`src/rtl/uart_mm_master.sv`:
```
// Register-access master that frames host read/write requests as UART byte
// sequences (cmd, addr[, data]) and waits for a single response byte.
module uart_mm_master #(
    parameter int         TimeoutCycles = 1562500,
    parameter logic [7:0] WriteCmd      = 8'h57,
    parameter logic [7:0] ReadCmd       = 8'h52,
    parameter logic [7:0] AckByte       = 8'h06
) (
    input  logic       i_clk,
    input  logic       i_rst,
    input  logic       i_req_valid,
    output logic       o_req_ready,
    input  logic       i_req_write,
    input  logic [7:0] i_req_addr,
    input  logic [7:0] i_req_wdata,
    output logic       o_rsp_valid,
    input  logic       i_rsp_ready,
    output logic [7:0] o_rsp_rdata,
    output logic       o_rsp_error,
    output logic       o_tx_valid,
    input  logic       i_tx_ready,
    output logic [7:0] o_tx_data,
    input  logic       i_rx_valid,
    output logic       o_rx_ready,
    input  logic [7:0] i_rx_data
);

    localparam int              CntW    = $clog2(TimeoutCycles + 1);
    localparam logic [CntW-1:0] CntLast = CntW'(TimeoutCycles - 1);

    typedef enum logic [2:0] {
        IDLE,
        SEND_CMD,
        SEND_ADDR,
        SEND_DATA,
        WAIT_RSP,
        RESP
    } state_t;

    state_t          state_reg;
    logic            write_reg;
    logic [7:0]      addr_reg;
    logic [7:0]      wdata_reg;
    logic [CntW-1:0] cnt_reg;
    logic            req_ready_reg;
    logic            rsp_valid_reg;
    logic [7:0]      rsp_rdata_reg;
    logic            rsp_error_reg;
    logic            tx_valid_reg;
    logic [7:0]      tx_data_reg;
    logic            rx_ready_reg;

    // Outputs are registered alongside the state so each one already reflects
    // the state the machine is in during the same cycle.
    always_ff @(posedge i_clk) begin
        if (i_rst) begin
            state_reg     <= IDLE;
            write_reg     <= 1'b0;
            addr_reg      <= 8'h00;
            wdata_reg     <= 8'h00;
            cnt_reg       <= '0;
            req_ready_reg <= 1'b0;
            rsp_valid_reg <= 1'b0;
            rsp_rdata_reg <= 8'h00;
            rsp_error_reg <= 1'b0;
            tx_valid_reg  <= 1'b0;
            tx_data_reg   <= 8'h00;
            rx_ready_reg  <= 1'b0;
        end else begin
            case (state_reg)
                IDLE: begin
                    req_ready_reg <= 1'b1;
                    rx_ready_reg  <= 1'b1;
                    if (i_req_valid && req_ready_reg) begin
                        write_reg     <= i_req_write;
                        addr_reg      <= i_req_addr;
                        wdata_reg     <= i_req_wdata;
                        req_ready_reg <= 1'b0;
                        tx_valid_reg  <= 1'b1;
                        tx_data_reg   <= i_req_write ? WriteCmd : ReadCmd;
                        state_reg     <= SEND_CMD;
                    end
                end
                SEND_CMD: begin
                    if (i_tx_ready) begin
                        tx_data_reg <= addr_reg;
                        state_reg   <= SEND_ADDR;
                    end
                end
                SEND_ADDR: begin
                    if (i_tx_ready) begin
                        if (write_reg) begin
                            tx_data_reg <= wdata_reg;
                            state_reg   <= SEND_DATA;
                        end else begin
                            tx_valid_reg <= 1'b0;
                            cnt_reg      <= '0;
                            state_reg    <= WAIT_RSP;
                        end
                    end
                end
                SEND_DATA: begin
                    if (i_tx_ready) begin
                        tx_valid_reg <= 1'b0;
                        cnt_reg      <= '0;
                        state_reg    <= WAIT_RSP;
                    end
                end
                WAIT_RSP: begin
                    // A byte arriving in the final timeout cycle still counts as a reply.
                    if (i_rx_valid && rx_ready_reg) begin
                        rsp_valid_reg <= 1'b1;
                        rx_ready_reg  <= 1'b0;
                        rsp_rdata_reg <= write_reg ? 8'h00 : i_rx_data;
                        rsp_error_reg <= write_reg && (i_rx_data != AckByte);
                        state_reg     <= RESP;
                    end else if (cnt_reg == CntLast) begin
                        rsp_valid_reg <= 1'b1;
                        rx_ready_reg  <= 1'b0;
                        rsp_rdata_reg <= 8'h00;
                        rsp_error_reg <= 1'b1;
                        state_reg     <= RESP;
                    end else begin
                        cnt_reg <= cnt_reg + 1'b1;
                    end
                end
                RESP: begin
                    if (i_rsp_ready) begin
                        rsp_valid_reg <= 1'b0;
                        rx_ready_reg  <= 1'b1;
                        req_ready_reg <= 1'b1;
                        state_reg     <= IDLE;
                    end
                end
                default: begin
                    state_reg <= IDLE;
                end
            endcase
        end
    end

    assign o_req_ready = req_ready_reg;
    assign o_rsp_valid = rsp_valid_reg;
    assign o_rsp_rdata = rsp_rdata_reg;
    assign o_rsp_error = rsp_error_reg;
    assign o_tx_valid  = tx_valid_reg;
    assign o_tx_data   = tx_data_reg;
    assign o_rx_ready  = rx_ready_reg;

endmodule

```
`config.mk`:
```
export PLATFORM = sky130hd
export DESIGN_NAME = uart_mm_master
export DESIGN_NICKNAME = d
export VERILOG_FILES = /design/src/rtl/uart_mm_master.sv
export SDC_FILE = /design/constraint.sdc
export NUM_CORES = 1
export LEC_CHECK = 0
export CAP_MARGIN = 10
export CORE_MARGIN = 2
export CORE_UTILIZATION = 38
export DETAILED_ROUTE_END_ITERATION = 10
export HOLD_SLACK_MARGIN = 0.05
export PLACE_DENSITY = 0.75
export SYNTH_ARGS = -nofsm -noshare
export SYNTH_HDL_FRONTEND = slang
export SYNTH_SLANG_ARGS = --single-unit
```
`constraint.sdc`:
```
create_clock -name i_clk -period 1.7 [get_ports i_clk]
set_input_delay 0.17 -clock i_clk [delete_from_list [all_inputs] [get_ports i_clk]]
set_output_delay 0.17 -clock i_clk [all_outputs]
set_load 0.005 [all_outputs]
```
==> results of run 1 <==
[worst max-delay path, stage by stage, from the launching register on]
cell      delay (ns)
dfxtp_4         0.36
ha_4            0.14
nor4bb_4        0.23
and4_4          0.31
a211oi_4        0.08
buf_12          0.16
buf_4           0.13
a21oi_1         0.18
mux2i_1         0.11
[routing by layer]
layer  routed length, um  share of wire
met5                   0              0
met4                 306          0.034
met3                 654          0.073
met2                4350           0.49
met1                3610           0.40
[worst paths after layout]
check,start,end,slack (ns),depth (start not counted)
worst max-delay path,cnt_reg[1],cnt_reg[2],-0.12,8
worst min-delay path,i_req_addr[0],addr_reg[0],0.37,3
worst max register to register,cnt_reg[1],cnt_reg[2],-0.12,8
worst min register to register,state_reg[2],state_reg[1],0.45,1
[through the flow]
step,total power [mW],cell area (sq um),utilization,setup slack (ns),hold slack [ns]
floorplan,1.88,3000,-,0.00122,0.286
global placement,2.15,4040,0.531,-0.160,0.443
detailed placement,2.16,4040,0.531,-0.215,0.447
CTS,3.44,4330,0.569,-0.0913,0.356
global route,3.60,4590,0.603,-0.200,0.378
finish,3.44,4590,0.603,-0.115,0.370
[power by group through the flow]
| stage | logic, mW | clock network [mW] | registers, mW |
|---|---|---|---|
| 2_1_floorplan | 0.291 | 0 | 1.59 |
| 3_3_place_gp | 0.558 | 0 | 1.60 |
| 3_5_place_dp | 0.567 | 0 | 1.60 |
| 4_1_cts | 0.582 | 1.30 | 1.56 |
| 5_1_grt | 0.663 | 1.36 | 1.57 |
| 6_report | 0.605 | 1.28 | 1.56 |
[kinds of logic (layout without fill, tap and decap cells)]
family                     count (synthesis)  count (layout)  share of synthesized area
and+or+nand+nor                          149             149                      0.255
buffers and inverters                     26             149                     0.0435
muxes                                      7               7                     0.0239
adders and majority gates                  1               1                    0.00426
AOI/OAI and AO/OA                        110             111                      0.251
DFF                                       62              62                      0.423
[cell type report]
cell class | instances | area (sq um)
Fill cell | 616 | 3020
Multi-Input combinational cell | 268 | 1850
Sequential cell | 62 | 1270
Timing Repair Buffer | 128 | 1130
Clock buffer | 11 | 141
Tap cell | 102 | 128
Clock inverter | 4 | 47.5
Inverter | 6 | 22.5
[what timing repair did]
| action | in CTS | in global routing |
|---|---|---|
| pin swaps | 11 | 26 |
| gates cloned | 0 | 1 |
| endpoints found under the setup margin | 23 | 37 |
| resized for setup | 22 | 42 |
| endpoints found under the hold margin | 0 | 0 |
| setup buffers | 3 | 11 |
[cells in the mapped netlist (all sizes together), types with 4 or more instances]
cell type and number:
dfxtp 62, nand2 59, a21oi 38, nor2 30
o21ai 22, nand3 13, nand4 12, a22o 11
buf 11, clkbuf 9, mux2i 7, nor3 7
a211oi 6, a22oi 6, inv 6, a31oi 5
nor4 5, nand2b 4
==> flow_summary_export.csv, run 1 <==
group,metric,value,unit
critical_path,worstPathMaxFanout,12,
final_layout,diodes,0,
critical_path,worstPathRequired,1.92,ns
sta,finalHoldViolCount,0,
clock_tree,cts_max_path_buffers,2,
sta,rsz0062_at_grt,"true",
global_routing,grt_pass1_wl,13800,um
sta,relSlewSlack,0.761,
flow_run,cap_violations,0,
floorplan,die-area,8440,sq um
detailed_routing,wl_per_cell,15.3,um
detailed_routing,vias,3227,
placed_design,gp_congestion,0.943,
synth,yosysTopAreaCellShare,0.423,
global_routing,grt_pass1_vias,2995,
global_routing,antenna_found_initial,0,
sta,period_minus_slack,1.82,ns
sta,fin_ws,-0.115,ns
hold_path,min_path_type,"primary input to flop",
global_routing,overflow,0,
sta,period_share,1.07,
final_layout,drive_gt1_frac,0.317,
global_routing,grt_use_total,0.203,
final_layout,largest_reg_flops,21,
synth,synth_ff_type,"dfxtp_1",
sta,clock_skew,0.00509,ns
sta,tns,-0.672,ns
floorplan,num_io_pins,52,
power,ir_worst_vdd,0.452,mV
detailed_routing,drtAntennaViolNets,0,
global_routing,use_met1,0.250,
synth,seq_area_frac_synth,0.423,
detailed_routing,firstDrtPassIters,5,
synth,yosys_register_bits,62,
clock_tree,cts_root_buf,"clkbuf_8",
synth,synth.net_count,387,
synth,synth_area_leaders,"dfxtp_1 42%, nand2_1 7.4%, a21oi_1 6.3%, nor2_1 3.8%, a22o_1 3.0%",
final_layout,layout_commonest_cell,"buf_4",
placed_design,dp_hpwl,5840,um
placed_design,io_buffers,51,
global_routing,grt_max_degree,33,
power,p_int,2.54,mW
outcome,status,"finished with violations",
placed_design,dp_cells,552,
detailed_routing,drc,0,
critical_path,startpoint_type,"flop",
final_layout,area_delta_synth_final,56.3,%
synth,yosys_warnings,0,
clock_tree,cts_htree_levels,3,
power,power_switching,908,uW
synth,syn-instance-count,355,
clock_tree,clk_pin_slew,0.07,ns
power,leakage,1.71,nW
synth,synth.distinct_cells,55,
clock_tree,cts_hold_buf,0,
synth,async_flop_share,0,
final_layout,num-nets-final,507,
sta,clock.fmax,551,MHz
power,seq_power_share,0.453,
detailed_routing,routed_wl,8920,um
synth,synth_edf_count,0,
global_routing,top_usage_layer,"met2",
final_layout,final_cell_mix,"71 x buf_4, 57 x nand2_1, 51 x clkdlybuf4s50_1",
critical_path,endpoint_kind,"flop",
sta,tightest_slew,0.359,ns
power,p_comb_frac,0.176,
detailed_routing,vias_per_cell,5.55,
floorplan,core_region_area,7610,sq um
clock_tree,cts_tree,"built",
clock_tree,cts.sinks,62,
power,swShare,0.263,
floorplan,fp.dieH,91.9,um
synth,synth_area_leader_cell,"dfxtp_1",
clock_tree,clkLatencyLatePin,0.34,ns
critical_path,worstSetupPathType,"flop to flop",
floorplan,die_x,91.9,um
synth,avgSynthCellArea,8.26,sq um
sta,final-setup-viol-count,12,
power,clock_power_share,0.371,
power,power_density,751,nW/um^2
floorplan,start_util,0.386,
floorplan,rows,32,
synth,syn_area,2930,sq um
detailed_routing,drt_iter0_drc,263,
sta,drv_slew,0,
global_routing,gr-usage-met3,0.0551,
global_routing,use_met2,0.330,
outcome,violations,"negative setup slack",
clock_tree,numCtsBuffers,9,
critical_path,worst_ep_arrival_time,2.04,ns
final_layout,final_cells,581,
(Power assumes the default switching activity.)
==> inputs of run 2 (changes only) <==
--- a/config.mk
+++ b/config.mk
@@ -7,10 +7,10 @@
 export LEC_CHECK = 0
 export CAP_MARGIN = 10
 export CORE_MARGIN = 2
-export CORE_UTILIZATION = 38
+export CORE_UTILIZATION = 47
 export DETAILED_ROUTE_END_ITERATION = 10
 export HOLD_SLACK_MARGIN = 0.05
-export PLACE_DENSITY = 0.75
+export PLACE_DENSITY = 0.87
 export SYNTH_ARGS = -nofsm -noshare
 export SYNTH_HDL_FRONTEND = slang
 export SYNTH_SLANG_ARGS = --single-unit
==> run 2 against run 1 <==
Net effect: the flow still finishes with violations (negative setup slack); global-route usage increased by 6.8 points; sequential power barely moved; wire length increased by 8.6%; final cell count down 3.4%; first-iteration DRC count up 24%; combinational power grew 2%; clock power is 13% lower; clock skew grew 0.0022 ns; non-clock buffer count grew 7; via count grew 3.4%; largest cell class unchanged.
==> flow_summary_export.csv, run 2 (synthesized netlist as in run 1, its figures left out) <==
group,metric,value,unit
critical_path,worstSetupPathType,"flop to flop",
sta,fin_hold_ws,0.379,ns
final_layout,area_delta_synth_final,52.5,%
final_layout,utilization,0.747,
global_routing,antenna_found_initial,0,
final_layout,diodes,0,
critical_path,worstPathMaxFanout,16,
clock_tree,cts_htree_levels,3,
hold_path,min_path_type,"primary input to flop",
sta,drv_slew,0,
global_routing,grt_pass1_vias,3226,
detailed_routing,drc,0,
detailed_routing,wl_per_cell,17.3,um
power,ir_worst_vdd,0.612,mV
critical_path,crit_buf_inv,1,
final_layout,final_cells,561,
final_layout,regArea,1260,sq um
clock_tree,cts_max_path_buffers,2,
sta,final-setup-viol-count,25,
sta,finalHoldViolCount,0,
placed_design,dp_cells,530,
placed_design,io_buffers,51,
placed_design,dp_hpwl,6240,um
floorplan,num_io_pins,52,
sta,relSlewSlack,0.731,
power,leakage,1.73,nW
flow_run,cap_violations,0,
floorplan,start_util,0.490,
clock_tree,numCtsBuffers,9,
critical_path,worstPathRequired,1.92,ns
sta,clock_skew,0.00726,ns
global_routing,grt_pass1_wl,15200,um
floorplan,core_region_area,5990,sq um
clock_tree,cts_tree,"built",
sta,rsz0062_at_grt,"true",
power,power_density,737,nW/um^2
critical_path,worst_ep_arrival_time,2.05,ns
floorplan,die_x,83.0,um
detailed_routing,firstDrtPassIters,5,
critical_path,cp_slowest_cell,"dfxtp_4",
sta,period_minus_slack,1.83,ns
global_routing,overflow,0,
sta,period_share,1.08,
outcome,violations,"negative setup slack",
clock_tree,clkLatencyLatePin,0.34,ns
detailed_routing,vias,3337,
detailed_routing,routed_wl,9690,um
clock_tree,cts_root_buf,"clkbuf_8",
detailed_routing,vias_per_cell,5.95,
final_layout,drive_gt1_frac,0.290,
clock_tree,cts_hold_buf,0,
floorplan,fp.dieH,83.0,um
placed_design,gp_congestion,0.981,
final_layout,final_cell_mix,"78 x buf_4, 58 x nand2_1, 54 x dfxtp_1",
clock_tree,cts.sinks,62,
final_layout,layout_commonest_cell,"buf_4",
sta,tightest_slew,0.404,ns
global_routing,grt_use_total,0.271,
clock_tree,clk_pin_slew,0.07,ns
detailed_routing,drtAntennaViolNets,0,
outcome,status,"finished with violations",
sta,fin_ws,-0.130,ns
final_layout,multi_input_area,1750,sq um
sta,clock.fmax,547,MHz
detailed_routing,drt_iter0_drc,326,
floorplan,die-area,6890,sq um
critical_path,cpLargestDelayFamily,"simple AND/OR/NAND/NOR gates",
final_layout,nFillCells,379,
final_layout,num-nets-final,513,
final_layout,largest_reg_flops,21,
critical_path,endpoint_kind,"flop",
floorplan,rows,28,
sta,tns,-1.03,ns
critical_path,path_cells,"ha_4, nor4bb_4, and4_4, a211oi_4, buf_12, and3_4, a221o_1",
critical_path,startpoint_type,"flop",
global_routing,grt_max_degree,37,
critical_path,crit_path_max_incr_delay,0.36,ns
-- run 2: changes by cell type in the layout (fill, tap and decap cells not counted), moves of 3 or more --
cell     change
dfxtp_1      +6
a21oi_1      +3
o21ai_1      -3
dfxtp_4      -4
o21ai_0      +4
nor3_2       -3
buf_4        +7
-- run 2: final timing paths --
check	from	endpoint	slack [ns]	cells after the start
worst min register to register	addr_reg[0]	addr_reg[0]	0.46	2
worst max register to register	cnt_reg[1]	cnt_reg[15]	-0.13	7
worst max-delay path	cnt_reg[1]	cnt_reg[15]	-0.13	7
worst min-delay path	i_req_wdata[0]	wdata_reg[0]	0.38	3
-- run 2: where the power goes --
group          internal, mW  total [mW]  switching, mW
clock                 0.562        1.11          0.550
combinational         0.320       0.615          0.295
sequential             1.52        1.57         0.0513
-- run 2: layout make-up --
class | count | share of cell area
Clock inverter | 4 | 0.00503
Multi-Input combinational cell | 267 | 0.392
Timing Repair Buffer | 135 | 0.264
Clock buffer | 12 | 0.0324
Tap cell | 75 | 0.0210
Sequential cell | 62 | 0.281
Inverter | 6 | 0.00503
-- run 2: layer usage --
layer / vias up / part of all wire / global-route usage
met5: - / 0 / 0
met4: 0 / 0.034 / 0.116
met3: 37 / 0.068 / 0.0895
met2: 177 / 0.50 / 0.455
met1: 1558 / 0.40 / 0.316
li1: 1565 / - / -
-- run 2: worst reg2reg max path, stage by stage, from the launching register on --
cell and delay (ns):
dfxtp_4 0.36, ha_4 0.13, nor4bb_4 0.25, and4_4 0.32, a211oi_4 0.08, buf_12 0.16, and3_4 0.18, a221o_1 0.25
-- run 2: metrics by stage --
stage / setup WS [ns] / power [mW] / instance area (sq um)
final: -0.130 / 3.30 / 4470
after global placement: -0.233 / 2.16 / 4030
after global routing: -0.247 / 3.44 / 4470
after detailed placement: -0.307 / 2.17 / 4030
after floorplan: 0.00122 / 1.88 / 3000
after CTS: -0.0892 / 3.30 / 4320
-- run 2: what timing repair did --
action,4_1_cts,5_1_grt
gates resized for setup,18,17
setup endpoints to repair,33,37
buffers inserted,6,11
pin swaps,10,15
==> patch 1 (config.mk and constraints of run 2) <==
Re-encode `state_t` (6 states) as one-hot, 6 bits wide.
--- a/src/rtl/uart_mm_master.sv
+++ b/src/rtl/uart_mm_master.sv
@@ -28,13 +28,13 @@
     localparam int              CntW    = $clog2(TimeoutCycles + 1);
     localparam logic [CntW-1:0] CntLast = CntW'(TimeoutCycles - 1);
 
-    typedef enum logic [2:0] {
-        IDLE,
-        SEND_CMD,
-        SEND_ADDR,
-        SEND_DATA,
-        WAIT_RSP,
-        RESP
+    typedef enum logic [5:0] {
+        IDLE      = 6'b000001,
+        SEND_CMD  = 6'b000010,
+        SEND_ADDR = 6'b000100,
+        SEND_DATA = 6'b001000,
+        WAIT_RSP  = 6'b010000,
+        RESP      = 6'b100000
     } state_t;
 
     state_t          state_reg;
Check against the original RTL: no difference found for any inputs over 10 cycles, from zero or initial values and one cycle with i_rst high; not proved beyond that.
==> patch 1 against run 2 <==
- the run still ends with setup timing left
- area after synthesis rose by 4.9%
- sequential cell count rose by 3
- cell area rose by 16%
- global-route usage rose by 11 points
- wire length rose by 71%
- setup slack got worse by 580 ps
- first-iteration DRC count rose by 96%
- largest cell class unchanged
- highest routed layer unchanged
Power is not compared: it rests on default switching activity, and its combinational part moved more than twofold at a synthesized area within 25%.
==> patch 1: results <==
[synthesis]
yosysWarnings = 0
syn-num-nets = 387
synth_xor_area_share_pct = 1.138
synth-compound-area-share_pct = 20.20
synth_commonest_cells = dfxtp_1, nor2_1, a21oi_1, nand2_1, o21ai_0
ys_top_cells_by_area = dfxtp_1, mux2i_1, a21oi_1, nor2_1, o21ai_0
seq_area_frac_synth_pct = 42.26
ys_types = 55
synth_mux_area_share_pct = 5.526
synthAdderAreaFrac_pct = 0.4063

[routing]
drt_iter0_markers = 638
post_drt_wl_per_cell_um = 28.89
dr.pass1.iters = 6
vias = 4200

[sta]
skew_ps = 18.56
tns_ps = -23890
slew_headroom_pct = 65.18
setup_viol = 65
timing.final.ws_setup_ps = -711.4

[worst_setup_path]
arrival_ps = 2670
path_max_fanout = 6
slowest_delay_ps = 520
slowest_stage = or4_4
critPathLaunch = cnt_reg[6]$_SDFFE_PP0P_

[global_routing]
met2_usage_pct = 62.07
use_met1_pct = 44.05
grt_pass1_vias = 3982
grt_pass1_wl_um = 21290
grtUsageTotal_pct = 38.13
met3_usage_pct = 10.21
grt_max_degree = 41
grt_antenna_before_repair = 0

[worst_hold_path]
hp-start = i_req_addr[4]
hold_class = in -> reg

[status]
status = finished with violations
violations = setup timing

[placement]
place_congestion = 0.8272
place_area_sq_mm = 0.004160
port_buffers = 51
hpwlAfterDp_um = 6254

[cells_and_area]
diodes = 0
fin_nets = 526
nFillCells = 269
drive_gt1_share_pct = 40.76

[clocking]
clk_latency_ps = 350
clk_pin_slew_ps = 70
cts_buffers = 9
root_buffer = clkbuf_8
[patch 1: per-layer routing]
layer | share of wire (%) | wire length [um]
met1 | 33 | 5424
met2 | 44 | 7346
met3 | 12 | 2044
met4 | 11 | 1794
met5 | 0 | 0
[patch 1: layout make-up]
type                    count  area (sq um)  area share, %
multi-input cells         264          2121          40.92
inverters                   5         23.77         0.4587
flip-flops and latches     65          1325          25.57
clock inverters             3         40.04         0.7726
well taps                  77         96.34          1.859
clock buffers              12         155.1          2.994
repair buffers            149          1421          27.43
[patch 1: worst min-delay path, cell delays in order]
cell             delay (ps)
clkdlybuf4s50_1         410
mux2i_1                 130
nor2_1                   50
[patch 1: per-stage QoR]
step                      setup WS [ps]  cells
final                            -711.4    575
after global routing             -734.4    575
after CTS                        -516.8    565
after detailed placement         -497.9    522
after global placement           -413.8    522
after floorplan                  -438.1    355
[patch 1: logic make-up after synthesis]
logic type,after synthesis
multiplexers,17
AO/OA/AOI/OAI,95
XOR/XNOR,4
flip-flops,65
adder cells (fa/ha/maj),1
buffers and inverters,28
AND/OR/NAND/NOR,145
[patch 1: final timing paths]
path | to | slack (ps) | cells after the start
worst max-delay path | cnt_reg[0]$_SDFFE_PP0P_ | -710 | 7
worst min-delay path | addr_reg[4]$_SDFFE_PP0P_ | 480 | 3
worst max register to register | cnt_reg[0]$_SDFFE_PP0P_ | -710 | 7
worst min register to register | wdata_reg[1]$_SDFFE_PP0P_ | 510 | 2
[patch 1: timing repair]
action	CTS	global route
resized for setup	69	56
gates cloned	7	0
endpoints found under the setup margin	65	65
pin swaps	33	33
hold buffers	0	0
setup buffers	21	13
==> patch 2 (flow settings as in run 2) <==
Without the edit above. The parameter `TimeoutCycles` goes from 1562500 to 781250.
--- a/src/rtl/uart_mm_master.sv
+++ b/src/rtl/uart_mm_master.sv
@@ -1,7 +1,7 @@
 // Register-access master that frames host read/write requests as UART byte
 // sequences (cmd, addr[, data]) and waits for a single response byte.
 module uart_mm_master #(
-    parameter int         TimeoutCycles = 1562500,
+    parameter int         TimeoutCycles = 781250,
     parameter logic [7:0] WriteCmd      = 8'h57,
     parameter logic [7:0] ReadCmd       = 8'h52,
     parameter logic [7:0] AckByte       = 8'h06
Behaviour: same outputs for any inputs over 10 cycles, from zero or initial values and one cycle with i_rst high; that may be too few to reach the edited logic, so the function may still have changed.
==> patch 2 against run 2 <==
- the flow still finishes with violations (setup timing)
- setup slack got worse by 240 ps
- wire length shrank 11%
- cell area down 8.4%
- first-iteration DRC count increased by 8.0%
- total power grew 15%
- critical path depth grew 3
- synthesized cell count down 6.2%
- area after synthesis shrank 6.1%
- combinational power is 2% lower
- utilization is 1.2 points lower
- sequential cell count is 1 lower
==> patch 2: results <==
[sta]
tns_ps = -9031
setup_viol = 32
skew_ps = 7.590
timing.final.ws_setup_ps = -371.1
holdWs_ps = 366.3
slew_headroom_pct = 69.84

[placement]
hpwlAfterDp_um = 5323
placed_cells = 489
place_area_sq_mm = 0.003685
place_congestion = 0.8810

[worst_setup_path]
crit_end = cnt_reg[16]$_SDFFE_PP0P_
worstRegToRegCells = 10
slowest_delay_ps = 450
arrival_ps = 2300
path_max_fanout = 6

[global_routing]
grtUsageTotal_pct = 27.29
use_met1_pct = 33.17
met2_usage_pct = 43.67
met3_usage_pct = 6.517
grt_max_degree = 41
grt_pass1_vias = 2815

[synthesis]
yosysWarnings = 0
ys_types = 46
seq_area_frac_synth_pct = 44.30
ys_top_cells_by_area = dfxtp_1, nand2_1, a21oi_1, o21ai_0, nor2_1
syn_area_per_cell_sq_um = 8.277
syn-num-nets = 366

[clocking]
cts_buffers = 9
cts_resized = 24

[routing]
ant_nets = 0
drt_iter0_markers = 352
via_per_inst = 5.936
wl_met2_um = 4302
drt-met1-wl_um = 3440
drt-total-wl_um = 8666
wl_met3_um = 651

[cells_and_area]
drive_gt1_share_pct = 24.55
largest_reg_flops = 20
nFillCells = 378
fin_nets = 468

[status]
violations = setup timing
status = finished with violations

[power_and_ir_drop]
peakVddDrop_mv = 0.6718
clk-power_mw = 1.62
share_comb_of_total_power_pct = 15.9

[worst_hold_path]
whs_endpoint = wdata_reg[6]$_SDFFE_PP0P_
hp-start = i_req_wdata[6]
[patch 2: final cells by class]
cell class                      count  share of cell area (%)
Multi-Input combinational cell    253                   38.21
Sequential cell                    61                   29.87
Timing Repair Buffer              108                   23.49
Clock buffer                       10                   3.360
Clock inverter                      6                   2.688
Tap cell                           72                   2.199
Inverter                            2                  0.1833
[patch 2: tightest hold or removal path: stages]
cell and delay [ps]:
clkdlybuf4s50_1 400, nand2_1 60, a21oi_1 50
[patch 2: stage by stage]
step	worst slack (ps)	power (mW)	utilization [%]
floorplan	-311.5	1.843	-
CTS	-365.5	3.756	72.46
finish	-371.1	3.780	73.49
global route	-462.4	3.924	73.49
detailed placement	-368.9	2.151	66.11
global placement	-258.1	2.132	66.11
[patch 2: cell families after synthesis]
family	Yosys count	synth area share, %
AND/OR/NAND/NOR	146	27.55
XOR/XNOR	1	0.3178
multiplexers	3	1.089
adder cells (fa/ha/maj)	2	0.9077
buffers and inverters	20	3.132
flip-flops	61	44.30
AO/OA/AOI/OAI	100	22.70
